[src/rtl/harvos_mem_sched_pkg.sv]
// Shared types and constants for the harvos RAM port scheduler.
// State encoding, default master map and default response timeout.
package harvos_pkg;
  typedef enum logic [1:0] {
    IDLE,
    ISSUE,
    WAIT,
    RESP
  } state_t;

  localparam int MS_DCACHE   = 0;
  localparam int MS_ICACHE   = 1;
  localparam int MS_DBG      = 2;
  localparam int TIMEOUT_DEF = 255;
endpackage

[src/rtl/harvos_mem_sched_if.sv]
// RAM-side command/response bus of the harvos scheduler.
// master = scheduler side, slave = RAM side.
interface harvos_mem_sched_if #(
  parameter int ADDR_W = 32
);
  logic              m_req;
  logic              m_we;
  logic [3:0]        m_be;
  logic [ADDR_W-1:0] m_addr;
  logic [31:0]       m_wdata;
  logic [31:0]       m_rdata;
  logic              m_rvalid;
  logic              m_fault;

  modport master (
    output m_req, m_we, m_be, m_addr, m_wdata,
    input  m_rdata, m_rvalid, m_fault
  );

  modport slave (
    input  m_req, m_we, m_be, m_addr, m_wdata,
    output m_rdata, m_rvalid, m_fault
  );
endinterface

[src/rtl/harvos_rr_pick.sv]
// Rotate-priority picker: first unmasked requester at or after ptr.
// Purely combinational; index and one-hot grant agree.
module harvos_rr_pick #(
  parameter int N = 3
) (
  input  logic [N-1:0] req,
  input  logic [2:0]   ptr,
  input  logic [N-1:0] mask,
  output logic [N-1:0] gnt,
  output logic [2:0]   idx,
  output logic         vld
);
  int j;

  always_comb begin
    gnt = '0;
    idx = '0;
    vld = 1'b0;
    j   = 0;
    for (int k = 0; k < N; k++) begin
      j = (int'(ptr) + k) % N;
      if (!vld && req[j] && !mask[j]) begin
        vld    = 1'b1;
        idx    = j[2:0];
        gnt[j] = 1'b1;
      end
    end
  end
endmodule

[src/rtl/harvos_mem_sched.sv]
// Round-robin scheduler sharing one RAM port among NUM_M masters.
// Optional grant/stall counters: define HARVOS_MEMSCHED_PERF_EN.
module harvos_mem_sched
  import harvos_pkg::*;
#(
  parameter int NUM_M       = 3,
  parameter int TIMEOUT_CYC = TIMEOUT_DEF,
  parameter int ADDR_W      = 32
) (
  input  logic                    clk,
  input  logic                    rst_n,
  input  logic [NUM_M-1:0]        req,
  input  logic [NUM_M-1:0]        we,
  input  logic [4*NUM_M-1:0]      be,
  input  logic [ADDR_W*NUM_M-1:0] addr,
  input  logic [32*NUM_M-1:0]     wdata,
  output logic [31:0]             rdata,
  output logic [NUM_M-1:0]        rvalid,
  output logic [NUM_M-1:0]        fault,
  output logic [2:0]              grant_id,
  output logic                    busy,
  harvos_mem_sched_if.master      ram,
  output logic                    err_late
`ifdef HARVOS_MEMSCHED_PERF_EN
  ,
  output logic [16*NUM_M-1:0]     perf_grants,
  output logic [16*NUM_M-1:0]     perf_stall
`endif
);
  localparam logic [7:0] TO = 8'(TIMEOUT_CYC);

  state_t           state, nxt;
  logic [2:0]       ptr, gid;
  logic [7:0]       cnt;
  logic [NUM_M-1:0] mask, gid_oh;
  logic             flt;
  logic [NUM_M-1:0] pick_gnt;
  logic [2:0]       pick_idx;
  logic             pick_vld;

  harvos_rr_pick #(.N(NUM_M)) u_pick (
    .req  (req),
    .ptr  (ptr),
    .mask (mask),
    .gnt  (pick_gnt),
    .idx  (pick_idx),
    .vld  (pick_vld)
  );

  assign gid_oh      = NUM_M'(1) << gid;
  assign busy        = (state != IDLE);
  assign grant_id    = busy ? gid : 3'd0;
  assign rvalid      = (state == RESP) ? gid_oh : '0;
  assign fault       = rvalid & {NUM_M{flt}};
  assign ram.m_req   = (state == ISSUE);

  always_ff @(posedge clk) begin
    if (!rst_n) state <= IDLE;
    else        state <= nxt;
  end

  always_comb begin
    nxt = state;
    unique case (state)
      IDLE:  if (pick_vld) nxt = ISSUE;
      ISSUE: nxt = WAIT;
      WAIT:  if (ram.m_rvalid || cnt == TO) nxt = RESP;
      RESP:  nxt = IDLE;
      default: nxt = IDLE;
    endcase
  end

  always_ff @(posedge clk) begin
    if (!rst_n) begin
      ptr         <= '0;
      gid         <= '0;
      cnt         <= '0;
      mask        <= '0;
      flt         <= 1'b0;
      rdata       <= '0;
      err_late    <= 1'b0;
      ram.m_we    <= 1'b0;
      ram.m_be    <= '0;
      ram.m_addr  <= '0;
      ram.m_wdata <= '0;
    end else begin
      mask <= '0;
      if (ram.m_rvalid && state != WAIT) err_late <= 1'b1;
      unique case (state)
        IDLE: if (pick_vld) begin
          gid         <= pick_idx;
          ram.m_we    <= we[pick_idx];
          ram.m_be    <= be[4*pick_idx +: 4];
          ram.m_addr  <= addr[ADDR_W*pick_idx +: ADDR_W];
          ram.m_wdata <= wdata[32*pick_idx +: 32];
        end
        ISSUE: cnt <= '0;
        WAIT: begin
          // A response in the expiry cycle still carries real data.
          if (ram.m_rvalid) begin
            rdata <= ram.m_rdata;
            flt   <= ram.m_fault;
          end else if (cnt == TO) begin
            rdata <= '0;
            flt   <= 1'b1;
          end else begin
            cnt <= cnt + 8'd1;
          end
        end
        RESP: begin
          ptr  <= (gid == 3'(NUM_M-1)) ? 3'd0 : gid + 3'd1;
          mask <= gid_oh;
        end
        default: ;
      endcase
    end
  end

`ifdef HARVOS_MEMSCHED_PERF_EN
  for (genvar i = 0; i < NUM_M; i++) begin : g_perf
    logic [15:0] gc, sc;
    always_ff @(posedge clk) begin
      if (!rst_n) begin
        gc <= '0;
        sc <= '0;
      end else begin
        if (state == ISSUE && gid == 3'(i) && gc != 16'hFFFF)
          gc <= gc + 16'd1;
        if (req[i] && !(busy && gid == 3'(i)) && sc != 16'hFFFF)
          sc <= sc + 16'd1;
      end
    end
    assign perf_grants[16*i +: 16] = gc;
    assign perf_stall[16*i +: 16]  = sc;
  end
`endif
endmodule

[src/flat_wrapper.sv]
// flat-port wrapper written by rule: the top's interface ports become plain ports
module harvos_mem_sched_flat import harvos_pkg::*;
#(
  parameter int NUM_M       = 3,
  parameter int TIMEOUT_CYC = TIMEOUT_DEF,
  parameter int ADDR_W      = 32
)
  (clk, rst_n, req, we, be, addr, wdata, rdata, rvalid, fault, grant_id, busy, err_late, ram_m_req, ram_m_we, ram_m_be, ram_m_addr, ram_m_wdata, ram_m_rdata, ram_m_rvalid, ram_m_fault);
  harvos_mem_sched_if #(.ADDR_W(ADDR_W)) ram_i ();
  input  logic clk;
  input  logic rst_n;
  input  logic [NUM_M-1:0] req;
  input  logic [NUM_M-1:0] we;
  input  logic [4*NUM_M-1:0] be;
  input  logic [ADDR_W*NUM_M-1:0] addr;
  input  logic [32*NUM_M-1:0] wdata;
  output logic [31:0] rdata;
  output logic [NUM_M-1:0] rvalid;
  output logic [NUM_M-1:0] fault;
  output logic [2:0] grant_id;
  output logic busy;
  output logic err_late;
  output wire logic [$bits(ram_i.m_req)-1:0] ram_m_req;
  output wire logic [$bits(ram_i.m_we)-1:0] ram_m_we;
  output wire logic [$bits(ram_i.m_be)-1:0] ram_m_be;
  output wire logic [$bits(ram_i.m_addr)-1:0] ram_m_addr;
  output wire logic [$bits(ram_i.m_wdata)-1:0] ram_m_wdata;
  input wire logic [$bits(ram_i.m_rdata)-1:0] ram_m_rdata;
  input wire logic [$bits(ram_i.m_rvalid)-1:0] ram_m_rvalid;
  input wire logic [$bits(ram_i.m_fault)-1:0] ram_m_fault;
  assign ram_m_req = ram_i.m_req;
  assign ram_m_we = ram_i.m_we;
  assign ram_m_be = ram_i.m_be;
  assign ram_m_addr = ram_i.m_addr;
  assign ram_m_wdata = ram_i.m_wdata;
  assign ram_i.m_rdata = ram_m_rdata;
  assign ram_i.m_rvalid = ram_m_rvalid;
  assign ram_i.m_fault = ram_m_fault;
  harvos_mem_sched #(.NUM_M(NUM_M), .TIMEOUT_CYC(TIMEOUT_CYC), .ADDR_W(ADDR_W)) u_core (.clk(clk), .rst_n(rst_n), .req(req), .we(we), .be(be), .addr(addr), .wdata(wdata), .rdata(rdata), .rvalid(rvalid), .fault(fault), .grant_id(grant_id), .busy(busy), .ram(ram_i), .err_late(err_late));
endmodule
[config.mk]
export PLATFORM = sky130hd
export DESIGN_NAME = harvos_mem_sched_flat
export DESIGN_NICKNAME = d
export VERILOG_FILES = /design/src/rtl/harvos_mem_sched_pkg.sv /design/src/rtl/harvos_mem_sched_if.sv /design/src/rtl/harvos_rr_pick.sv /design/src/rtl/harvos_mem_sched.sv /design/src/flat_wrapper.sv
export SDC_FILE = /design/constraint.sdc
export NUM_CORES = 1
export LEC_CHECK = 0
export CAP_MARGIN = 20
export CORE_MARGIN = 4
export CORE_UTILIZATION = 36
export CTS_CLUSTER_SIZE = 10
export DETAILED_ROUTE_END_ITERATION = 8
export GPL_ROUTABILITY_DRIVEN = 0
export HOLD_SLACK_MARGIN = 0.12
export PLACE_DENSITY_LB_ADDON = 0.25
export SLEW_MARGIN = 20
export SYNTH_ARGS = -nofsm -noshare
export SYNTH_HDL_FRONTEND = slang
export SYNTH_SLANG_ARGS = --single-unit
export TNS_END_PERCENT = 100
[constraint.sdc]
create_clock -name clk -period 5 [get_ports clk]
set_input_delay 1 -clock clk [delete_from_list [all_inputs] [get_ports clk]]
set_output_delay 1 -clock clk [all_outputs]
set_load 0.01 [all_outputs]
Word-level counts from Yosys, hierarchy flattened
Index checks and enable logic that the tools add are counted.
{"block": "word_totals", "memories": 0, "output_inout_bits": 113, "regBits": 122, "word_cells": 97, "ramBits": 0, "in_bits": 246, "mem_bits_ro": 0, "latchBits": 0}
{"block": "classes", "addsub": 4, "shifts": 4, "div": 3, "magnitude_cmp": 4, "eq_ne": 10, "n_reduce_logical": 20, "bitwise_logic": 1, "muxes": 39, "mul": 0}
{"op": "96-bit by 9-bit indexed part select with 32-bit output", "count": 2}
{"op": "32-bit by 4-bit less-than comparator with 1-bit output (second input constant)", "count": 3}
{"op": "32-bit by 3-bit remainder unit with 32-bit output (second input constant)", "count": 2}
{"op": "32-bit 2-to-1 mux", "count": 2}
{"op": "4-bit by 3-bit remainder unit with 32-bit output (second input constant)", "count": 1}
{"op": "1-bit 2-to-1 mux", "count": 18}
{"op": "3-bit 2-to-1 mux", "count": 6}
{"op": "8-bit 2-to-1 mux", "count": 2}
{"op": "8-bit case mux with 2 select lines", "count": 1}
{"op": "1-bit binary-select mux with 2-bit select", "count": 7}
{"op": "12-bit by 6-bit indexed part select with 4-bit output", "count": 1}
{"op": "8-bit by 1-bit adder with 8-bit output (second input constant)", "count": 1}
{"op": "8-bit equality test (second input constant)", "count": 1}
{"op": "2-bit case mux with 4 select lines", "count": 1}
{"op": "1-bit logical AND", "count": 6}
{"op": "2-bit inequality test (second input constant)", "count": 3}
{"op": "2-bit AND reduction", "count": 3}
{"op": "2-bit nonzero test", "count": 3}
{"op": "1-bit logical NOT", "count": 5}
{"op": "3-bit by 1-bit adder with 4-bit output (second input constant)", "count": 1}
{"op": "3-bit by 2-bit adder with 4-bit output (second input constant)", "count": 1}
{"op": "2-bit equality test (second input constant)", "count": 2}
{"op": "2-bit 2-to-1 mux", "count": 2}
{"op": "2-bit by 1-bit inequality test with 1-bit output (second input constant)", "count": 2}
{"op": "other kinds (9)", "count": 9}

Logic depth before layout (Yosys ltp)
Gate-level depths: netlist of the first run.
{"block": "logic_depth", "word_depth": 17, "mapped_depth": 20, "mapped_depth_nobuf": 17}

Hierarchy
A second synthesis of the first run with hierarchy kept.
{"block": "unflattened", "hier_cells": 795, "hier_area_um2": 7134.3}
{"mod": "harvos_mem_sched", "n_inst": 1, "seq_area_each_um2": 2442.3, "area_each_um2": 5738.0, "cells_each": 596}
{"mod": "harvos_rr_pick", "n_inst": 1, "seq_area_each_um2": 0.0, "area_each_um2": 1396.3, "cells_each": 199}

Least setup slack after synthesis of the first run
OpenSTA, ideal clock, no wires.
{"block": "synth_timing", "kind": "register to register", "startpoint": "register u_core.ptr[0]", "endpoint": "register u_core.ram.m_we", "stages_incl_launch_ff": 20, "setup_ns": 0.128, "required_ns": 4.872, "arrival_ns": 4.735, "slack_ns": 0.137, "path_buffers": 5, "period_less_slack_ns": 4.863, "path_cell_list": "dfxtp_1 clkbuf_2 clkbuf_1 inv_1 ha_1 ha_1 nor2b_1 or4_1 and3b_4 or2_2 ha_1 a211oi_1 nor2_1 a31o_4 or3_1 buf_2 buf_6 buf_6 a221oi_2 o22ai_1"}
{"block": "synth_between", "elab_chain_len": 17, "word_cells_on_any_way": 42, "classes_between": "add/sub: 2; div: 3; mux: 26; reduce/logical: 11"}
{"element": "from (decl)", "line_no": "harvos_mem_sched.sv:33", "source": "logic [2:0] ptr, gid;"}
{"element": "from (signal assigned)", "line_no": "harvos_mem_sched.sv:111", "source": "ptr <= (gid == 3'(NUM_M-1)) ? 3'd0 : gid + 3'd1;"}
{"element": "branches (longest 17 deep; another with 32-bit by 3-bit remainder unit with 32-bit output)"}
{"element": "to (signal assigned)", "line_no": "harvos_mem_sched.sv:92", "source": "ram.m_we <= we[pick_idx];"}
{"element": "to (decl)", "line_no": "harvos_mem_sched_if.sv:16", "source": "output m_req, m_we, m_be, m_addr, m_wdata,"}
Parallel ways; which one is timed is not known. The select of a mux whose other input is x is not followed.
A chain may end at the register's enable or synchronous reset.

Worst setup path after layout of the first run
{"block": "layout_timing", "startpoint": "register u_core.ptr[0]", "endpoint": "register u_core.ram.m_wdata[22]"}
{"block": "layout_between", "elab_chain_len": 16, "word_cells_on_any_way": 41, "classes_between": "add/sub: 2; div: 3; shift: 1; mux: 24; reduce/logical: 11"}
{"element": "branches (longest 16 deep; another with 32-bit by 3-bit remainder unit with 32-bit output)"}
{"element": "to (signal assigned)", "line_no": "harvos_mem_sched.sv:95", "source": "ram.m_wdata <= wdata[32*pick_idx +: 32];"}
{"element": "to (decl)", "line_no": "harvos_mem_sched_if.sv:16"}
Parallel ways; which one is timed is not known. The select of a mux whose other input is x is not followed.

==> results.md, run 1 <==
* Max VDD drop at 0.402 mV
* Critical path peak fanout at 57
* Post-route ant nets at 0
* R2R setup slack at 0.29 ns
* Yosys top cell by area: dfxtp_1
* Reg2reg end: u_core.ram.m_wdata[22]
* Top cell type's share of synthesized area at 0.357
* Hold bufs inserted after CTS at 0
* WHS Endpoint: u_core.ram.m_addr[22]
* Clk_lat worst skew at ~0.42 ns
* Critical path endpoint category: register
* Drt drc at 0
* Synth Flop Type: dfxtp_1
* Max clock buf depth at 2
* FF-to-FF Start: u_core.ptr[0]
* DR WL/cell at around 20 um
* Yosys cell types at 71
* R2R depth at 17
* Core area at about 19000 um^2
* Hold Path Class: reg2reg
* Root Buffer: clkbuf_16
* Required @ worst endpoint at approximately 5.3 ns
* Max Clock Freq at between 200 and 250 MHz
* Worst min-delay path startpoint: u_core.ram.m_addr[22]
* Crit-path slowest cell: or3_4
* Die area at between 20000 and 25000 um^2
* P per Cell Area at 495 nW/um^2
* Worst-margin pin slew at 0.807 ns
* Period utilization at 0.942
* Setup_tns at 0 ns
* Post-synth EDFFs at 0
* Mean post-synth cell area at a little over 8 um^2
* Worst-path cell chain: ha_1, xnor2_2, inv_1, ha_1, nor2b_1, or4_1, and3b_4, or2_2, ha_1, mux2i_1, o21a_1, nor2_1, a31o_4, or3_4, buf_12, a221oi_1, o31ai_1
* Startpoint class of the critical path: register
* WS Path Type: reg2reg
* Yosys warning count at 0
* H-tree Lvls at 4
* Worst path most repeated cell: ha_1
* Crit path time final at around 4.7 ns
* Initial antenna violation count at 1
* CTS tree: built
* Status: finished clean
* Final setup skew at 0.0120 ns
* Synth top area cells: dfxtp_1 36%, a221oi_1 7.8%, o31ai_1 7.5%
* Num CTS Buffers at 17
* Synth Net Count at roughly 1100
* Largest net degree at the start of global routing at 70
* Share of cells above drive strength 1 at 0.0726
* Congestion Overflow GR at 0
* Cell row count at 50
* Clock slew at reported path FFs at 0.06 ns
* Vias in the first global route at 7667
* Initial core utilization at 0.366
* Nets at around 1400
* Worst EP arrival at 5.00 ns
* First-pass GRT wire length at 43.1 mm
* Final setup vio count at 0
* Hold path cells at 2
* Max-cap violations at 0
* #FFs+latches synth at between 100 and 150
* Post-synth design cell area at 6850 um^2
* DPL Wire Length at 20.3 mm
* CP max stage delay at 0.48 ns
* First-pass DRT Iterations at 6
* Post-synth ARST share at 0
* CP bufs+invs at 2
* Final Hold Vio Count at 0
* Rel. slew slack at 0.455
* Num Clock Sinks at around 120
* PortBufs at 358
* Die Ht at between 100 and 150 um
* Unrepaired setup endpoints after global routing: no
* Final Max Tran Viols at 0
* Die Span X at 146 um
* Vias per std cell at around 5.6
* Vias at 7871
* Total Routing Usage GR at 0.254
* Sequential share of the synthesized area at 0.357
* Cell count after synthesis at 836
* Power Total at 5.59 mW
* Area Overhead vs Synth at 64.9%
* Routed WL at 28.4 mm
* Leak at 4.37 nW
* IO Count at 359
* Initial drt markers at 449
* Kind of cell adding the most delay to the critical path: simple AND/OR/NAND/NOR gates
flip-flops by register name (all words and copies together) (netlist names):
register	count
u_core.ram.m_addr	32
u_core.ram.m_wdata	32
u_core.rdata	32
u_core.cnt	8
u_core.ram.m_be	4
u_core.gid	3
u_core.mask	3
u_core.ptr	3
u_core.state	2
u_core.err_late	1
u_core.flt	1
u_core.ram.m_we	1
synthesized netlist by cell type (all sizes together), types with 6 or more instances:
master	count
buf	27
clkbuf	53
o31ai	68
ha	22
nor2b	8
a22oi	33
o21ai	6
inv	19
dfxtp	122
nand2b	6
and3	69
a221oi	71
nor2	131
nor3	7
nand2	91
a21oi	12
xnor2	7
mux2i	7
timing repair:
item	in CTS	in global routing
setup endpoints to repair	0	58
resized for setup	0	4
buffers inserted	0	0
hold endpoints to repair	0	0
worst max path at each step:
stage                        startpoint                      to  slack, ns  cells past startpoint
after floorplan           u_core.ptr[0]         u_core.ram.m_we       0.14                     19
after global placement    u_core.ptr[0]  u_core.ram.m_wdata[20]       0.32                     17
after detailed placement  u_core.ptr[0]   u_core.ram.m_addr[23]       0.17                     17
after CTS                 u_core.ptr[0]  u_core.ram.m_wdata[22]       0.15                     17
after global routing      u_core.ptr[0]   u_core.ram.m_wdata[0]       0.03                     17
final                     u_core.ptr[0]  u_core.ram.m_wdata[22]       0.29                     17
placed cells by master, fill, tap and decap left out, types with 3 or more instances in the layout:
cell / count
a21o_1: 3
a21oi_1: 12
a221oi_1: 60
a221oi_2: 11
a22oi_1: 33
a31oi_1: 4
and2_1: 5
and3_1: 69
buf_12: 6
buf_4: 17
clkbuf_16: 17
clkdlybuf4s50_1: 358
clkinvlp_4: 3
dfxtp_1: 122
ha_1: 22
inv_1: 19
inv_6: 6
inv_8: 3
mux2i_1: 7
nand2_1: 91
nand2b_1: 6
nand3_1: 3
nand3b_1: 4
nor2_1: 131
nor2b_1: 8
nor3_1: 6
nor3b_1: 3
nor4_1: 3
o21ai_0: 5
o31ai_1: 68
or2_2: 3
xnor2_1: 6
xor2_1: 3
routing by layer:
layer	track usage	wire length, um
met5	0	0
met4	0.103	1030
met3	0.0931	2950
met2	0.412	13300
met1	0.305	11100
stage by stage:
| step | hold WS [ns] | setup WS (ns) | instance area [um^2] | utilization | std cells |
|---|---|---|---|---|---|
| 2_1_floorplan | 0.479 | 0.137 | 6850 | - | 836 |
| 3_5_place_dp | 0.439 | 0.167 | 10700 | 0.571 | 1372 |
| 5_1_grt | 0.469 | 0.0257 | 11300 | 0.603 | 1405 |
| 3_3_place_gp | 0.432 | 0.324 | 10700 | 0.571 | 1372 |
| 6_report | 0.449 | 0.288 | 11300 | 0.603 | 1406 |
| 4_1_cts | 0.453 | 0.145 | 11300 | 0.602 | 1404 |
worst min-delay path: stages (launching register included):
cell	delay, ns
dfxtp_1	0.32
nand2_1	0.05
o31ai_1	0.05
cell type report:
class / instances / area (um^2)
Antenna cell: 2 / 5.00
Clock buffer: 17 / 425
Clock inverter: 15 / 153
Fill cell: 1657 / 7420
Inverter: 19 / 71.3
Multi-Input combinational cell: 615 / 4050
Sequential cell: 122 / 2440
Tap cell: 234 / 293
Timing Repair Buffer: 382 / 3840
cells by family after synthesis:
group | synth area share
XOR/XNOR | 0.0139
adder cells (fa/ha/maj) | 0.0402
multiplexers | 0.0119
flip-flops | 0.357
AND/OR/NAND/NOR | 0.236
AO/OA/AOI/OAI | 0.279
buffers and inverters | 0.0616
power breakdown:
group	internal [mW]	switching (mW)
registers	1.18	0.117
clock network	0.703	0.522
logic	1.39	1.68
total	3.27	2.32
(Power assumes the default switching activity.)
==> run 2, diff against run 1 <==
- CORE_MARGIN: 4 -> default
==> run 2 against run 1 <==
Register-to-register slack better by 0.04 ns. Sequential share of layout area is essentially flat. Via count hardly changed. Critical path type unchanged. Largest cell class unchanged.
==> results.md, run 2 (synthesis gave the netlist of run 1 again) <==
* Clock slew at reported path FFs at 0.06 ns (about the same)
* Resize count post-CTS at 0 (unchanged)
* WS Path Type: reg2reg
* Worst-margin pin slew at 1.03 ns (+0.220 ns)
* DP Worst Slack at 0.250 ns (+0.0837 ns)
* DPL Wire Length at 19.0 mm (-6.4%)
* DR WL/cell at 19.6 um (-2.9%)
* Congestion Overflow GR at 0 (unchanged)
* PortBufs at 358 (unchanged)
* Hold bufs inserted after CTS at 0 (unchanged)
* Worst EP arrival at 4.97 ns (-0.03 ns)
* Cell row count at 50 (unchanged)
* Rel. slew slack at 0.316 (-0.140)
* Drt drc at 0 (unchanged)
* Final setup vio count at 0 (unchanged)
* Critical path peak fanout at 69 (+21%)
* Switching share of power at 0.406 (-0.00910)
* Switching pwr at 2.29 mW (-1.3%)
* Top Registers: u_core.ram.m_addr (32), u_core.ram.m_wdata (32), u_core.rdata (32)
* Leak at 4.36 nW (about the same)
* IO Count at 359 (unchanged)
* Postcts setup bufs at 0 (unchanged)
* First-pass GRT wire length at 42.0 mm (-2.6%)
* Post-route ant nets at 0 (unchanged)
* Vias in the first global route at 7525 (-1.9%)
* Min setup slack post-route at 0.328 ns (+0.0401 ns)
* Power Total at 5.64 mW (+0.94%)
* Num CTS Buffers at 17 (unchanged)
* Setup_tns at 0 ns (unchanged)
* Die Span X at 140 um (-4.1%)
* Filler cells at 1682 (+1.5%)
* Critical path endpoint category: register
* Num Clock Sinks at 122 (unchanged)
* Most frequent cells in the layout: 358 x clkdlybuf4s50_1, 131 x nor2_1, 122 x dfxtp_1
* R2R depth at 17 (unchanged)
* Die area at 19600 um^2 (-8.1%)
* Max-cap violations at 0 (unchanged)
* Area Overhead vs Synth at 65.0% (about the same)
* Nets at 1423 (-0.14%)
* Share of cells above drive strength 1 at 0.0685 (-0.00416)
* Final Max Tran Viols at 0 (unchanged)
* CTS tree: built
* Vias per std cell at 5.60 (about the same)
* Startpoint class of the critical path: register
* First-pass DRT Iterations at 5 (-1)
* H-tree Lvls at 4 (unchanged)
* Total Routing Usage GR at 0.276 (+0.0216)
* Initial drt markers at 467 (+4.0%)
* Finished Layout Cells at 1405 (-0.071%)
* Commonest non-fill, non-tap cell in the layout: clkdlybuf4s50_1
* Initial core utilization at 0.367 (+0.00123)
* Final Hold Vio Count at 0 (unchanged)
* Logic pwr share at 0.540 (-0.009)
* Die Ht at 140 um (-4.1%)
* Core area at 18600 um^2 (-0.33%)
* Internal power at 3.35 mW (+2.5%)
* Status: finished clean
* Period utilization at 0.934 (-0.00801)
* Max clock buf depth at 2 (unchanged)
* Register share of total power at 0.229 (-0.003)
* P per Cell Area at 499 nW/um^2 (+0.87%)
* Largest net degree at the start of global routing at 71 (+1.4%)
* Crit path time final at 4.67 ns (-0.0401 ns)
* Max VDD drop at 0.493 mV (+23%)
* Required @ worst endpoint at 5.30 ns (about the same)
* Unrepaired setup endpoints after global routing: no
* Hold Path Class: reg2reg
* Hold path cells at 2 (unchanged)
* Routed WL at 27.6 mm (-2.9%)
* Initial antenna violation count at 3 (+2)
* Root Buffer: clkbuf_16
* Clock share of power at 0.231 (+0.012)
* Final setup skew at 0.00901 ns (-0.00298 ns)
* Vias at 7870 (-0.013%)
* Max Clock Freq at 214 MHz (+0.86%)
* Clk_lat worst skew at 0.43 ns (about the same)
* Placed cells at 1370 (-0.15%)
-- run 2: final timing paths --
path	start	end	slack, ns
setup / recovery	u_core.ptr[1]	u_core.ram.m_addr[12]	0.33
hold / removal	u_core.ram.m_addr[3]	u_core.ram.m_addr[3]	0.45
setup reg to reg	u_core.ptr[1]	u_core.ram.m_addr[12]	0.33
hold reg to reg	u_core.ram.m_addr[3]	u_core.ram.m_addr[3]	0.45
-- run 2: layout make-up --
| class | count | area, um^2 | area share |
|---|---|---|---|
| multi-input cells | 615 | 4040 | 0.358 |
| repair buffers | 380 | 3820 | 0.339 |
| flip-flops and latches | 122 | 2440 | 0.216 |
| clock buffers | 20 | 447 | 0.0396 |
| well taps | 234 | 293 | 0.0259 |
| clock inverters | 12 | 165 | 0.0146 |
| inverters | 19 | 71.3 | 0.00632 |
| diodes | 3 | 7.51 | 0.000665 |
-- run 2: per-stage QoR --
step / hold WS (ns) / util / area, um^2
after floorplan: 0.479 / - / 6850
after global placement: 0.432 / 0.572 / 10700
after detailed placement: 0.438 / 0.572 / 10700
after CTS: 0.452 / 0.605 / 11300
after global routing: 0.471 / 0.606 / 11300
final: 0.447 / 0.606 / 11300
-- run 2: worst max-delay path, cell delays in order (launching register included) --
cell      delay [ns]
dfxtp_1         0.35
ha_1            0.22
xnor2_2         0.23
inv_1           0.15
ha_1            0.34
nor2b_1         0.07
or4_1           0.44
and3b_4         0.22
or2_2           0.27
ha_1            0.33
mux2i_1         0.20
o21a_1          0.18
nor2_1          0.06
a31o_4          0.25
or3_2           0.49
buf_12          0.23
a221oi_1        0.36
o31ai_1         0.10
-- run 2: power groups by stage --
stage,sequential (mW),combinational [mW],clock [mW]
2_1_floorplan,1.36,1.81,0
3_3_place_gp,1.30,2.99,0
3_5_place_dp,1.31,3.04,0
4_1_cts,1.29,3.05,1.32
5_1_grt,1.32,3.29,1.37
6_report,1.29,3.04,1.30
-- run 2: per-layer routing --
metal | GRT usage | vias up | share of wire
li1 | - | 3738 | -
met5 | 0 | - | 0.00054
met1 | 0.335 | 3702 | 0.41
met2 | 0.448 | 378 | 0.47
met4 | 0.121 | 2 | 0.031
met3 | 0.0844 | 50 | 0.095
